$ cat config.mk
export PLATFORM = sky130hd
export DESIGN_NAME = pc_arbiter_flat
export DESIGN_NICKNAME = d
export VERILOG_FILES = /design/src/rtl/pc_arbiter_if.sv /design/src/rtl/pc_arbiter.sv /design/src/flat_wrapper.sv
export SDC_FILE = /design/constraint.sdc
export NUM_CORES = 1
export LEC_CHECK = 0
export CELL_PAD_IN_SITES_DETAIL_PLACEMENT = 2
export CELL_PAD_IN_SITES_GLOBAL_PLACEMENT = 2
export CORE_MARGIN = 2
export CORE_UTILIZATION = 27
export CTS_CLUSTER_SIZE = 8
export DETAILED_ROUTE_END_ITERATION = 12
export MAX_ROUTING_LAYER = met4
export PLACE_DENSITY_LB_ADDON = 0.3
export RECOVER_POWER = 50
export SLEW_MARGIN = 20
export SYNTH_ARGS = -nofsm -noshare
export SYNTH_HDL_FRONTEND = slang
export SYNTH_SLANG_ARGS = --single-unit
export TNS_END_PERCENT = 1
$ cat constraint.sdc
create_clock -name clk -period 5.29 [get_ports clk]
set_input_delay 1.587 -clock clk [delete_from_list [all_inputs] [get_ports clk]]
set_output_delay 1.587 -clock clk [all_outputs]
set_load 0.03 [all_outputs]
$ cat src/rtl/pc_arbiter_if.sv
`default_nettype none
// ============================================================================
// Module      : pc_arbiter_if
// Description : Handshake bundle for the pc_arbiter merge stage. Two token
//               producers, one downstream consumer, latency feedback and
//               the activity flag.
//               The producer/consumer side of the bundle uses the master
//               modport; the arbiter uses the slave modport.
// Revision    : 1.0 - initial release
// ============================================================================
interface pc_arbiter_if #(
   parameter int PC_WIDTH            = 8,
   parameter int LATENCY_COUNT_WIDTH = 8
);
   // Producer 0
   logic                           in0_pc_valid;
   logic [PC_WIDTH:0]              in0_pc_and_current;
   logic                           in0_pc_ready;
   logic [LATENCY_COUNT_WIDTH-1:0] in0_pc_latency;
   // Producer 1
   logic                           in1_pc_valid;
   logic [PC_WIDTH:0]              in1_pc_and_current;
   logic                           in1_pc_ready;
   logic [LATENCY_COUNT_WIDTH-1:0] in1_pc_latency;
   // Downstream input port
   logic                           out_pc_valid;
   logic [PC_WIDTH:0]              out_pc_and_current;
   logic                           out_pc_ready;
   logic [LATENCY_COUNT_WIDTH-1:0] out_pc_latency;
   // Termination detection
   logic                           running;

   // Environment side: drives tokens, consumer ready and downstream latency
   modport master (
      output in0_pc_valid, in0_pc_and_current,
      input  in0_pc_ready, in0_pc_latency,
      output in1_pc_valid, in1_pc_and_current,
      input  in1_pc_ready, in1_pc_latency,
      input  out_pc_valid, out_pc_and_current,
      output out_pc_ready, out_pc_latency,
      input  running
   );

   // Arbiter side
   modport slave (
      input  in0_pc_valid, in0_pc_and_current,
      output in0_pc_ready, in0_pc_latency,
      input  in1_pc_valid, in1_pc_and_current,
      output in1_pc_ready, in1_pc_latency,
      output out_pc_valid, out_pc_and_current,
      input  out_pc_ready, out_pc_latency,
      output running
   );
endinterface
`default_nettype wire

$ cat src/rtl/pc_arbiter.sv
`default_nettype none
// ============================================================================
// Module      : pc_arbiter
// Description : Two-input merge stage in front of a basic block PC port.
//               Grants at most one producer per cycle (round-robin), stores
//               accepted tokens in a registered 2-entry FIFO whose head
//               drives the downstream port, forwards a saturating latency
//               estimate upstream and reports activity.
//               Optional macro PC_ARB_CURRENT_PRIO_EN: when both inputs are
//               valid and exactly one token is directed to the current
//               character (bit 0), that token wins over round-robin.
// Revision    : 1.0 - initial release
// ============================================================================
module pc_arbiter #(
   parameter int PC_WIDTH            = 8,
   parameter int LATENCY_COUNT_WIDTH = 8
) (
   input  wire logic    clk,
   input  wire logic    reset,
   pc_arbiter_if.slave  bus
);

   localparam int TOKEN_WIDTH = PC_WIDTH + 1;
   localparam int LW          = LATENCY_COUNT_WIDTH;
   localparam int SUM_WIDTH   = LW + 2;

   localparam logic [1:0] FULL_COUNT = 2'd2;
   localparam logic [SUM_WIDTH-1:0] LAT_MAX = {2'b00, {LW{1'b1}}};

   // Buffer state
   logic [1:0][TOKEN_WIDTH-1:0] r_mem;
   logic                        r_head;
   logic                        r_tail;
   logic [1:0]                  r_count;
   logic                        r_rr_ptr;

   // Registered head view
   logic                        r_out_valid;
   logic [TOKEN_WIDTH-1:0]      r_out_data;

   // Arbitration
   logic                        w_can_push;
   logic                        w_any_valid;
   logic                        w_grant;
   logic                        w_ready0;
   logic                        w_ready1;

   // Next-state
   logic                        w_push;
   logic                        w_pop;
   logic [TOKEN_WIDTH-1:0]      w_push_data;
   logic [1:0][TOKEN_WIDTH-1:0] w_mem_next;
   logic                        w_head_next;
   logic                        w_tail_next;
   logic [1:0]                  w_count_next;
   logic                        w_out_valid_next;
   logic [TOKEN_WIDTH-1:0]      w_out_data_next;

   // Latency forwarding
   logic [SUM_WIDTH-1:0]        w_lat_sum;
   logic [LW-1:0]               w_lat;

   // Grant selection: single valid wins, otherwise round-robin (optionally
   // overridden by the directed-to-current bit). Only registered count and
   // rr_ptr plus the current valids feed the readies, so out_pc_ready has
   // no combinational path to them.
   always_comb begin
      w_can_push  = !reset && (r_count != FULL_COUNT);
      w_any_valid = bus.in0_pc_valid || bus.in1_pc_valid;
      w_grant     = 1'b0;
      if (bus.in0_pc_valid && bus.in1_pc_valid) begin
         w_grant = r_rr_ptr;
`ifdef PC_ARB_CURRENT_PRIO_EN
         if (bus.in0_pc_and_current[0] != bus.in1_pc_and_current[0]) begin
            w_grant = bus.in1_pc_and_current[0];
         end
`endif
      end else if (bus.in1_pc_valid) begin
         w_grant = 1'b1;
      end
      w_ready0 = w_can_push && w_any_valid && !w_grant;
      w_ready1 = w_can_push && w_any_valid &&  w_grant;
   end

   // FIFO next-state: write at tail on push, advance head on pop
   always_comb begin
      w_push      = (bus.in0_pc_valid && w_ready0) || (bus.in1_pc_valid && w_ready1);
      w_pop       = r_out_valid && bus.out_pc_ready;
      w_push_data = w_grant ? bus.in1_pc_and_current : bus.in0_pc_and_current;

      w_mem_next = r_mem;
      if (w_push) begin
         w_mem_next[r_tail] = w_push_data;
      end
      w_head_next  = r_head ^ w_pop;
      w_tail_next  = r_tail ^ w_push;
      w_count_next = r_count + {1'b0, w_push} - {1'b0, w_pop};

      w_out_valid_next = (w_count_next != 2'd0);
      w_out_data_next  = w_out_valid_next ? w_mem_next[w_head_next] : '0;
   end

   // Upstream latency estimate: downstream estimate + occupancy + 1, saturating
   always_comb begin
      w_lat_sum = {2'b00, bus.out_pc_latency}
                + {{LW{1'b0}}, r_count}
                + SUM_WIDTH'(1);
      if (w_lat_sum > LAT_MAX) begin
         w_lat = {LW{1'b1}};
      end else begin
         w_lat = w_lat_sum[LW-1:0];
      end
   end

   // Buffer, pointer, round-robin and registered head update
   always_ff @(posedge clk) begin
      if (reset) begin
         r_mem       <= '0;
         r_head      <= 1'b0;
         r_tail      <= 1'b0;
         r_count     <= 2'd0;
         r_rr_ptr    <= 1'b0;
         r_out_valid <= 1'b0;
         r_out_data  <= '0;
      end else begin
         r_mem       <= w_mem_next;
         r_head      <= w_head_next;
         r_tail      <= w_tail_next;
         r_count     <= w_count_next;
         if (w_push) begin
            r_rr_ptr <= ~w_grant;
         end
         r_out_valid <= w_out_valid_next;
         r_out_data  <= w_out_data_next;
      end
   end

   assign bus.in0_pc_ready       = w_ready0;
   assign bus.in1_pc_ready       = w_ready1;
   assign bus.in0_pc_latency     = w_lat;
   assign bus.in1_pc_latency     = w_lat;
   assign bus.out_pc_valid       = r_out_valid;
   assign bus.out_pc_and_current = r_out_data;
   assign bus.running            = (r_count != 2'd0) || w_any_valid;

endmodule
`default_nettype wire

$ cat src/flat_wrapper.sv
// flat-port wrapper written by rule: the top's interface ports become plain ports
module pc_arbiter_flat 
#(
   parameter int PC_WIDTH            = 8,
   parameter int LATENCY_COUNT_WIDTH = 8
)
  (clk, reset, bus_in0_pc_valid, bus_in0_pc_and_current, bus_in0_pc_ready, bus_in0_pc_latency, bus_in1_pc_valid, bus_in1_pc_and_current, bus_in1_pc_ready, bus_in1_pc_latency, bus_out_pc_valid, bus_out_pc_and_current, bus_out_pc_ready, bus_out_pc_latency, bus_running);
  pc_arbiter_if #(.PC_WIDTH(PC_WIDTH), .LATENCY_COUNT_WIDTH(LATENCY_COUNT_WIDTH)) bus_i ();
  input  wire logic clk;
  input  wire logic reset;
  input wire logic [$bits(bus_i.in0_pc_valid)-1:0] bus_in0_pc_valid;
  input wire logic [$bits(bus_i.in0_pc_and_current)-1:0] bus_in0_pc_and_current;
  output wire logic [$bits(bus_i.in0_pc_ready)-1:0] bus_in0_pc_ready;
  output wire logic [$bits(bus_i.in0_pc_latency)-1:0] bus_in0_pc_latency;
  input wire logic [$bits(bus_i.in1_pc_valid)-1:0] bus_in1_pc_valid;
  input wire logic [$bits(bus_i.in1_pc_and_current)-1:0] bus_in1_pc_and_current;
  output wire logic [$bits(bus_i.in1_pc_ready)-1:0] bus_in1_pc_ready;
  output wire logic [$bits(bus_i.in1_pc_latency)-1:0] bus_in1_pc_latency;
  output wire logic [$bits(bus_i.out_pc_valid)-1:0] bus_out_pc_valid;
  output wire logic [$bits(bus_i.out_pc_and_current)-1:0] bus_out_pc_and_current;
  input wire logic [$bits(bus_i.out_pc_ready)-1:0] bus_out_pc_ready;
  input wire logic [$bits(bus_i.out_pc_latency)-1:0] bus_out_pc_latency;
  output wire logic [$bits(bus_i.running)-1:0] bus_running;
  assign bus_i.in0_pc_valid = bus_in0_pc_valid;
  assign bus_i.in0_pc_and_current = bus_in0_pc_and_current;
  assign bus_in0_pc_ready = bus_i.in0_pc_ready;
  assign bus_in0_pc_latency = bus_i.in0_pc_latency;
  assign bus_i.in1_pc_valid = bus_in1_pc_valid;
  assign bus_i.in1_pc_and_current = bus_in1_pc_and_current;
  assign bus_in1_pc_ready = bus_i.in1_pc_ready;
  assign bus_in1_pc_latency = bus_i.in1_pc_latency;
  assign bus_out_pc_valid = bus_i.out_pc_valid;
  assign bus_out_pc_and_current = bus_i.out_pc_and_current;
  assign bus_i.out_pc_ready = bus_out_pc_ready;
  assign bus_i.out_pc_latency = bus_out_pc_latency;
  assign bus_running = bus_i.running;
  pc_arbiter #(.PC_WIDTH(PC_WIDTH), .LATENCY_COUNT_WIDTH(LATENCY_COUNT_WIDTH)) u_core (.clk(clk), .reset(reset), .bus(bus_i));
endmodule
Yosys cells after proc, flatten, opt, wreduce, memory -nomap -nowiden

Index checks and enable logic that the tools add are counted.

Flip-flop bits (word level): 33
Bits of input ports: 31

Add/subtract/negate cells: 4
Order comparisons: 4
Equality and inequality tests: 1
Mux-type cells: 10
Bitwise operators: 4
Reductions and logical operators: 17

Operators by type and width:

| kind                                                                             | number |
|---|---|
| 9-bit two-way mux                                                                | 4 |
| 18-bit bitwise mux                                                               | 1 |
| 18-bit two-way mux                                                               | 1 |
| 10-bit by 1-bit adder with 10-bit output, second input constant                  | 1 |
| 10-bit by 8-bit greater-than comparator with 1-bit output, second input constant | 1 |
| 8-bit by 2-bit adder with 9-bit output                                           | 1 |
| 9-bit demux with 1-bit select                                                    | 1 |
| 1-bit logical AND                                                                | 9 |
| 8-bit two-way mux                                                                | 1 |
| 1-bit by 2-bit < comparator with 1-bit output, second input constant             | 2 |
| 2-bit nonzero test                                                               | 2 |
| 1-bit logical OR                                                                 | 3 |
| 2-bit by 1-bit adder with 2-bit output                                           | 1 |
| 1-bit zero test                                                                  | 2 |
| 1-bit two-way mux                                                                | 2 |
| 2-bit inequality test, second input constant                                     | 1 |
| 1-bit inverter                                                                   | 2 |
| 2-bit OR reduction                                                               | 1 |
| 2-bit by 1-bit subtractor with 2-bit output                                      | 1 |
| 1-bit bitwise XOR                                                                | 2 |
| 1-bit greater-or-equal comparator, second input constant                         | 1 |

Depth between registers and ports, before layout

Gate-level depths: netlist (run 1).

Word-level depth: 11
Mapped depth: 10

Least setup slack after synthesis (run 1)

Ideal clock, no wire load.

Path type: input to output
Start: in bus_out_pc_latency[0]
End: out bus_in1_pc_latency[7]
Data arrival time: 3.993 ns
Path slack: -0.290 ns
Stages on the path: 7
Buffers on the path: 2
Cells stage by stage: ha_1 > fa_1 > clkbuf_1 > o41ai_1 > a21oi_1 > o21ai_0 > buf_4

Word-level cells in the longest chain between the ends: 4

RTL lines:

| element                                                   | RTL line           | source |
|---|---|---|
| from (decl)                                               | flat_wrapper.sv:22 | `input wire logic [$bits(bus_i.out_pc_latency)-1:0] bus_out_pc_latency;` |
| 8-bit by 2-bit adder with 9-bit output (*)                | pc_arbiter.sv:106  | `+ {{LW{1'b0}}, r_count}` |
| 10-bit by 1-bit adder with 10-bit output (*)              | pc_arbiter.sv:107  | `+ SUM_WIDTH'(1);` |
| 10-bit by 8-bit greater-than comparator with 1-bit output | pc_arbiter.sv:108  | `if (w_lat_sum > LAT_MAX) begin` |
| 8-bit two-way mux (*)                                     | pc_arbiter.sv:108  |  |
| to (decl)                                                 | flat_wrapper.sv:18 | `output wire logic [$bits(bus_i.in1_pc_latency)-1:0] bus_in1_pc_latency;` |

Mark *: on every way between the ends. The rest lies on a longest branch, timed or not.

Worst setup path after layout (run 1)

Start: in bus_out_pc_latency[0]
End: out bus_in0_pc_latency[5]

Word-level cells in the longest chain between the ends: 4

RTL lines:

| element                                                   | RTL line           | source |
|---|---|---|
| 8-bit by 2-bit adder with 9-bit output (*)                | pc_arbiter.sv:106  |  |
| 10-bit by 1-bit adder with 10-bit output (*)              | pc_arbiter.sv:107  |  |
| 10-bit by 8-bit greater-than comparator with 1-bit output | pc_arbiter.sv:108  |  |
| 8-bit two-way mux (*)                                     | pc_arbiter.sv:108  |  |
| to (decl)                                                 | flat_wrapper.sv:14 | `output wire logic [$bits(bus_i.in0_pc_latency)-1:0] bus_in0_pc_latency;` |

Marked as above.

==> flow_metrics.py, run 1 <==
metrics = {
    "clock_tree": {
        "htreeDepth": 2,
        "insertion_delay_ps": 290,
        "cts_tree": "yes",
        "root_buffer": "clkbuf_8",
        "path_clk_slew_ps": 70,
        "cts_hold_buf": 0,
        "cts_buffers": 5,
        "clock_path_buffers": 2,
        "cts_sinks": 33,
    },
    "global_route": {
        "grtUsageTotal": 0.173,
        "grt_pass1_wl_mm": 10.4,
        "gr-total-overflow": 0,
        "antenna_found_initial": 0,
        "grt_pass1_vias": 2094,
        "grt_max_degree": 28,
    },
    "timing": {
        "setup_viol": 0,
        "slew_viol_final": 0,
        "finalHoldViolCount": 0,
        "clock.fmax_mhz": 191,
        "relSlewSlack": 0.207,
        "period_share": 0.988,
        "finalClockSkew_ps": 14.4,
        "layout_min_cycle_time_ps": 5230,
        "worstMarginPinSlew_ps": 1190,
    },
    "worst_hold_path": {
        "hold_class": "reg2reg",
        "hold_start": "u_core.r_rr_ptr",
        "whs_path_depth": 1,
        "hold_end": "u_core.r_rr_ptr",
    },
    "synth": {
        "synth_edf_count": 0,
        "ys_types": 45,
        "synth_fp_nets": 261,
        "ys_top_cells_by_count": "33 x dfxtp_1, 26 x nor2_1, 19 x a211oi_1",
        "syn_area_mm2": 0.00196,
        "yosys.area.top_type": "dfxtp_1",
        "ys_warn_count": 0,
        "syn_avg_cell_area_um2": 8.76,
        "seq_area_frac_synth": 0.337,
        "synth-seq-cells": 33,
        "ys_top_cells_by_area": "dfxtp_1 34%, a211o_1 8.0%, a211oi_1 7.3%",
        "synth.most_common_cell": "dfxtp_1",
        "synth-async-reset-ratio": 0,
        "synth_ff_type": "dfxtp_1",
        "syn_inst": 224,
        "synth_top_area_frac": 0.337,
    },
    "job": {
        "max_cap_violations": 0,
    },
    "cells_and_area": {
        "fin_util": 0.412,
        "synthToLayoutAreaGrowth_pct": 49.8,
        "layout.nets": 341,
        "antenna_cells": 0,
        "final_area_mm2": 0.00294,
        "drive_gt1_frac": 0.224,
        "fin_cells": 403,
    },
    "worst_setup_path": {
        "start_kind": "primary input",
        "r2r_setup_slack_ps": 2880,
        "crit_arrival_ps": 3640,
        "worstPathRequired_ps": 3700,
        "reg2reg_to": "u_core.bus.out_pc_and_current[0]",
        "endpoint_kind": "output pin",
        "reg2reg_depth": 6,
        "r2r-start": "u_core.r_count[1]",
        "path_max_fanout": 3,
        "critical_path_class": "in2out",
    },
    "drt": {
        "vias": 2032,
        "ant_nets": 0,
        "avgViaCountPerCell": 5.04,
        "firstDrtPassIters": 4,
        "avgRoutedWirePerCell_um": 16.0,
        "drcViolationCount": 0,
        "routed_wl_mm": 6.45,
        "initialDrtViolationCount": 36,
    },
    "placed_design": {
        "gp_congestion": 0.835,
        "port-buffer-count": 59,
        "dp_hpwl_mm": 4.44,
        "placed_area_mm2": 0.00272,
        "dp_cells": 390,
    },
    "status": {
        "status": "complete, no violations",
    },
    "floorplan": {
        "dieArea_mm2": 0.00797,
        "die_h_um": 89.3,
        "ios": 60,
        "floorplan.initialDensity": 0.275,
        "chipWidth_um": 89.3,
        "rows": 31,
        "core_region_area_mm2": 0.00714,
    },
    "power_and_ir_drop": {
        "p_per_area_mw_per_mm2": 542,
        "ir_drop_uv": 153,
        "finalPower_uw": 1590,
        "p_leak_uw": 0.00122,
    },
}
cell type report:
type | count | area (um2)
tap | 99 | 124
sequential | 33 | 661
timing repair buffer | 93 | 838
clock buffer | 6 | 82.6
clock inverter | 1 | 7.51
multi-input combinational | 164 | 1200
fill | 816 | 4200
inverter | 7 | 26.3
power by group:
| group | switching, uW | leakage [uW] | internal (uW) |
|---|---|---|---|
| Clock | 97.2 | 0.0000433 | 103 |
| Sequential | 33.8 | 0.000271 | 318 |
| Combinational | 604 | 0.000911 | 438 |
layer usage:
layer / vias to the layer above / global-route usage / wire length (um)
li1: 979 / - / -
met1: 1000 / 0.215 / 2850
met2: 47 / 0.298 / 3330
met3: 6 / 0.0249 / 217
met4: 0 / 0.0366 / 53
met5: - / - / 0
worst max-delay path by stage:
stage	from	end	slack, ps	cells after the start
finish	bus_out_pc_latency[0]	bus_in0_pc_latency[5]	60	10
global route	bus_out_pc_latency[0]	bus_in0_pc_latency[5]	-20	10
CTS	bus_out_pc_latency[0]	bus_in1_pc_latency[4]	20	11
detailed placement	bus_out_pc_latency[0]	bus_in1_pc_latency[6]	-610	9
global placement	bus_out_pc_latency[0]	bus_in0_pc_latency[6]	-540	9
floorplan	bus_out_pc_latency[0]	bus_in1_pc_latency[2]	-170	7
sequential cells by signal, indices dropped and copies added (netlist names):
name	cells
u_core.r_mem	18
u_core.bus.out_pc_and_current	9
u_core.r_head	1
u_core.r_count	2
u_core.bus.out_pc_valid	1
u_core.r_tail	1
u_core.r_rr_ptr	1
what timing repair did:
item | 4_1_cts | 5_1_grt
pin swaps | 9 | 6
resized for setup | 31 | 5
buffers inserted | 5 | 1
setup endpoints to repair | 16 | 12
worst max-delay path, stage by stage:
cell and delay [ps]:
clkdlybuf4s15_1 170, ha_2 190, fa_2 470, buf_4 160
and3b_1 160, o211a_1 210, o21ai_1 190, xor2_1 210
nand2_2 100, buf_4 180
metrics by stage:
stage	hold slack [ps]	setup TNS (ps)	worst slack (ps)
2_1_floorplan	449	-192	-170
3_3_place_gp	461	-4950	-541
3_5_place_dp	478	-5600	-605
4_1_cts	491	0	15.2
5_1_grt	514	-48.2	-19.5
6_report	490	0	64.5
cells in the final DEF, fill, tap and decap left out, types with 4 or more instances in the layout:
cell type and instances:
buf_4 39, dfxtp_1 33, clkdlybuf4s50_1 27, nor2_1 26, a211oi_1 19, a211o_1 18
a21oi_1 13, dlygate4sd3_1 12, nand2_1 10, mux2i_1 9, inv_1 7, buf_6 7
clkbuf_8 6, nor3_1 5, xnor2_1 5, o21ai_1 4, and2_1 4, xor2_1 4
kinds of logic (layout without fill, tap and decap cells):
group                    after synthesis  after routing  synth area share
AO/OA/AOI/OAI                         71             71             0.260
AND/OR/NAND/NOR                       69             69             0.195
adder cells (fa/ha/maj)                6              6            0.0421
multiplexers                           9              9            0.0459
flip-flops                            33             33             0.337
buffers and inverters                 27            107            0.0803
XOR/XNOR                               9              9            0.0402
No activity file was read; power rests on OpenSTA's default activity.
==> run 2, diff against run 1 <==
Settings changed: TNS_END_PERCENT 1 to 20.
==> run 2 against run 1 <==
Via count barely moved. Flip-flop and latch count did not move. Non-clock buffer count fell by 1. Power fell by 0.72%. Clock skew barely moved. Hold slack barely moved. Sequential power barely moved. Core utilization fell by 0.16 points. Worst setup slack got worse by 5.5 ps. Critical endpoint is now bus_in1_pc_latency[2].
==> flow_metrics.py, run 2 (synthesis results as in run 1) <==
metrics = {
    "power_and_ir_drop": {
        "ir_drop_uv": 153,
        "p_leak_uw": 0.00122,
        "finalPower_uw": 1580,
        "p_per_area_mw_per_mm2": 540,
    },
    "drt": {
        "initialDrtViolationCount": 31,
        "avgViaCountPerCell": 5.05,
        "routed_wl_mm": 6.40,
        "avgRoutedWirePerCell_um": 15.9,
        "drcViolationCount": 0,
        "vias": 2030,
        "firstDrtPassIters": 4,
        "ant_nets": 0,
    },
    "worst_setup_path": {
        "endpoint": "bus_in1_pc_latency[2]",
        "path_max_fanout": 4,
        "critical_path_class": "in2out",
        "start_kind": "primary input",
        "crit_arrival_ps": 3640,
        "cpMaxStageDelayCell": "fa_2",
        "reg2reg_to": "u_core.bus.out_pc_and_current[0]",
        "endpoint_kind": "output pin",
        "cpPeakStageDelay_ps": 380,
        "worstPathRequired_ps": 3700,
        "reg2reg_depth": 6,
        "r2r-start": "u_core.r_count[1]",
        "r2r_setup_slack_ps": 2880,
        "startpoint": "bus_out_pc_latency[0]",
        "crit_chain": "clkdlybuf4s15_1 -> ha_2 -> fa_2 -> buf_8 -> buf_4 -> nor2b_1 -> or2_2 -> nor3_1 -> a31oi_4 -> buf_6",
    },
    "clock_tree": {
        "htreeDepth": 2,
        "cts_buffers": 5,
        "cts_tree": "yes",
        "insertion_delay_ps": 290,
        "clock_path_buffers": 2,
        "path_clk_slew_ps": 70,
        "cts_sinks": 33,
        "root_buffer": "clkbuf_8",
    },
    "global_route": {
        "grt_pass1_wl_mm": 10.4,
        "antenna_found_initial": 0,
        "grtUsageTotal": 0.173,
        "grt_max_degree": 28,
        "grt_pass1_vias": 2094,
        "gr-total-overflow": 0,
    },
    "timing": {
        "layout_min_cycle_time_ps": 5230,
        "finalClockSkew_ps": 14.4,
        "period_share": 0.989,
        "relSlewSlack": 0.207,
        "clock.fmax_mhz": 191,
        "slew_viol_final": 0,
        "worstMarginPinSlew_ps": 1190,
        "hold_ws_ps": 490,
        "finalHoldViolCount": 0,
        "setup_viol": 0,
    },
    "cells_and_area": {
        "largest_register_ffs": 18,
        "synthToLayoutAreaGrowth_pct": 49.3,
        "drive_gt1_frac": 0.221,
        "antenna_cells": 0,
        "layout.cells.most_common": "buf_4",
        "layout_common_cells": "39 x buf_4, 33 x dfxtp_1, 27 x clkdlybuf4s50_1",
        "final_area_mm2": 0.00293,
        "top_register": "u_core.r_mem",
        "layout.nets": 340,
        "nFillCells": 819,
    },
    "status": {
        "status": "complete, no violations",
    },
    "floorplan": {
        "chipWidth_um": 89.3,
        "floorplan.initialDensity": 0.275,
        "ios": 60,
        "rows": 31,
        "die_h_um": 89.3,
        "core_region_area_mm2": 0.00714,
        "dieArea_mm2": 0.00797,
    },
    "worst_hold_path": {
        "hold_class": "reg2reg",
    },
    "placed_design": {
        "gp_congestion": 0.835,
        "dp_hpwl_mm": 4.44,
        "port-buffer-count": 59,
        "placed_area_mm2": 0.00272,
    },
    "job": {
        "max_cap_violations": 0,
    },
}
## run 2: layout make-up
cell class	count	area [um2]	area share
clock buffers	6	82.6	0.0282
repair buffers	92	827	0.282
well taps	99	124	0.0423
multi-input cells	164	1200	0.410
clock inverters	1	7.51	0.00256
inverters	7	26.3	0.00897
flip-flops and latches	33	661	0.225
## run 2: how the worst min path moves through the flow
| stage | start | endpoint | slack (ps) | cells after the start |
|---|---|---|---|---|
| after floorplan | u_core.r_rr_ptr | u_core.r_rr_ptr | 450 | 1 |
| after detailed placement | u_core.r_rr_ptr | u_core.r_rr_ptr | 480 | 1 |
| after global placement | u_core.r_rr_ptr | u_core.r_rr_ptr | 460 | 1 |
| after global routing | u_core.r_rr_ptr | u_core.r_rr_ptr | 510 | 1 |
| final | u_core.r_rr_ptr | u_core.r_rr_ptr | 490 | 1 |
| after CTS | u_core.r_rr_ptr | u_core.r_rr_ptr | 490 | 1 |
## run 2: critical path, delay by kind of cell
family | cells | cell delay, ps
compound gates | 1 | 70
simple gates | 3 | 800
fa+ha+maj | 2 | 570
buf+inv | 4 | 600
## run 2: timing repair
action                     CTS  global route
pin swaps                    9             6
setup endpoints to repair   16            12
buffers inserted             5             1
gates resized for setup     31             4
hold buffers                 0             0
## run 2: layer usage
metal	vias to the layer above	part of all wire	GRT usage
li1	974	-	-
met1	1002	0.44	0.215
met2	48	0.51	0.298
met3	6	0.035	0.0249
met4	0	0.0083	0.0366
met5	-	0	-
## run 2: metrics by stage
step / utilization / TNS, ps / instances / setup slack [ps]
final: 0.411 / 0 / 402 / 59.0
after detailed placement: 0.381 / -5600 / 390 / -605
after global routing: 0.411 / -16.8 / 402 / -16.8
after CTS: 0.412 / 0 / 402 / 15.2
after global placement: 0.381 / -4950 / 390 / -541
after floorplan: - / -192 / 224 / -170
## run 2: report_power, final
group	internal, uW	total, uW	switching [uW]
clock network	103	200	97.2
logic	429	1030	602
registers	318	352	34.2
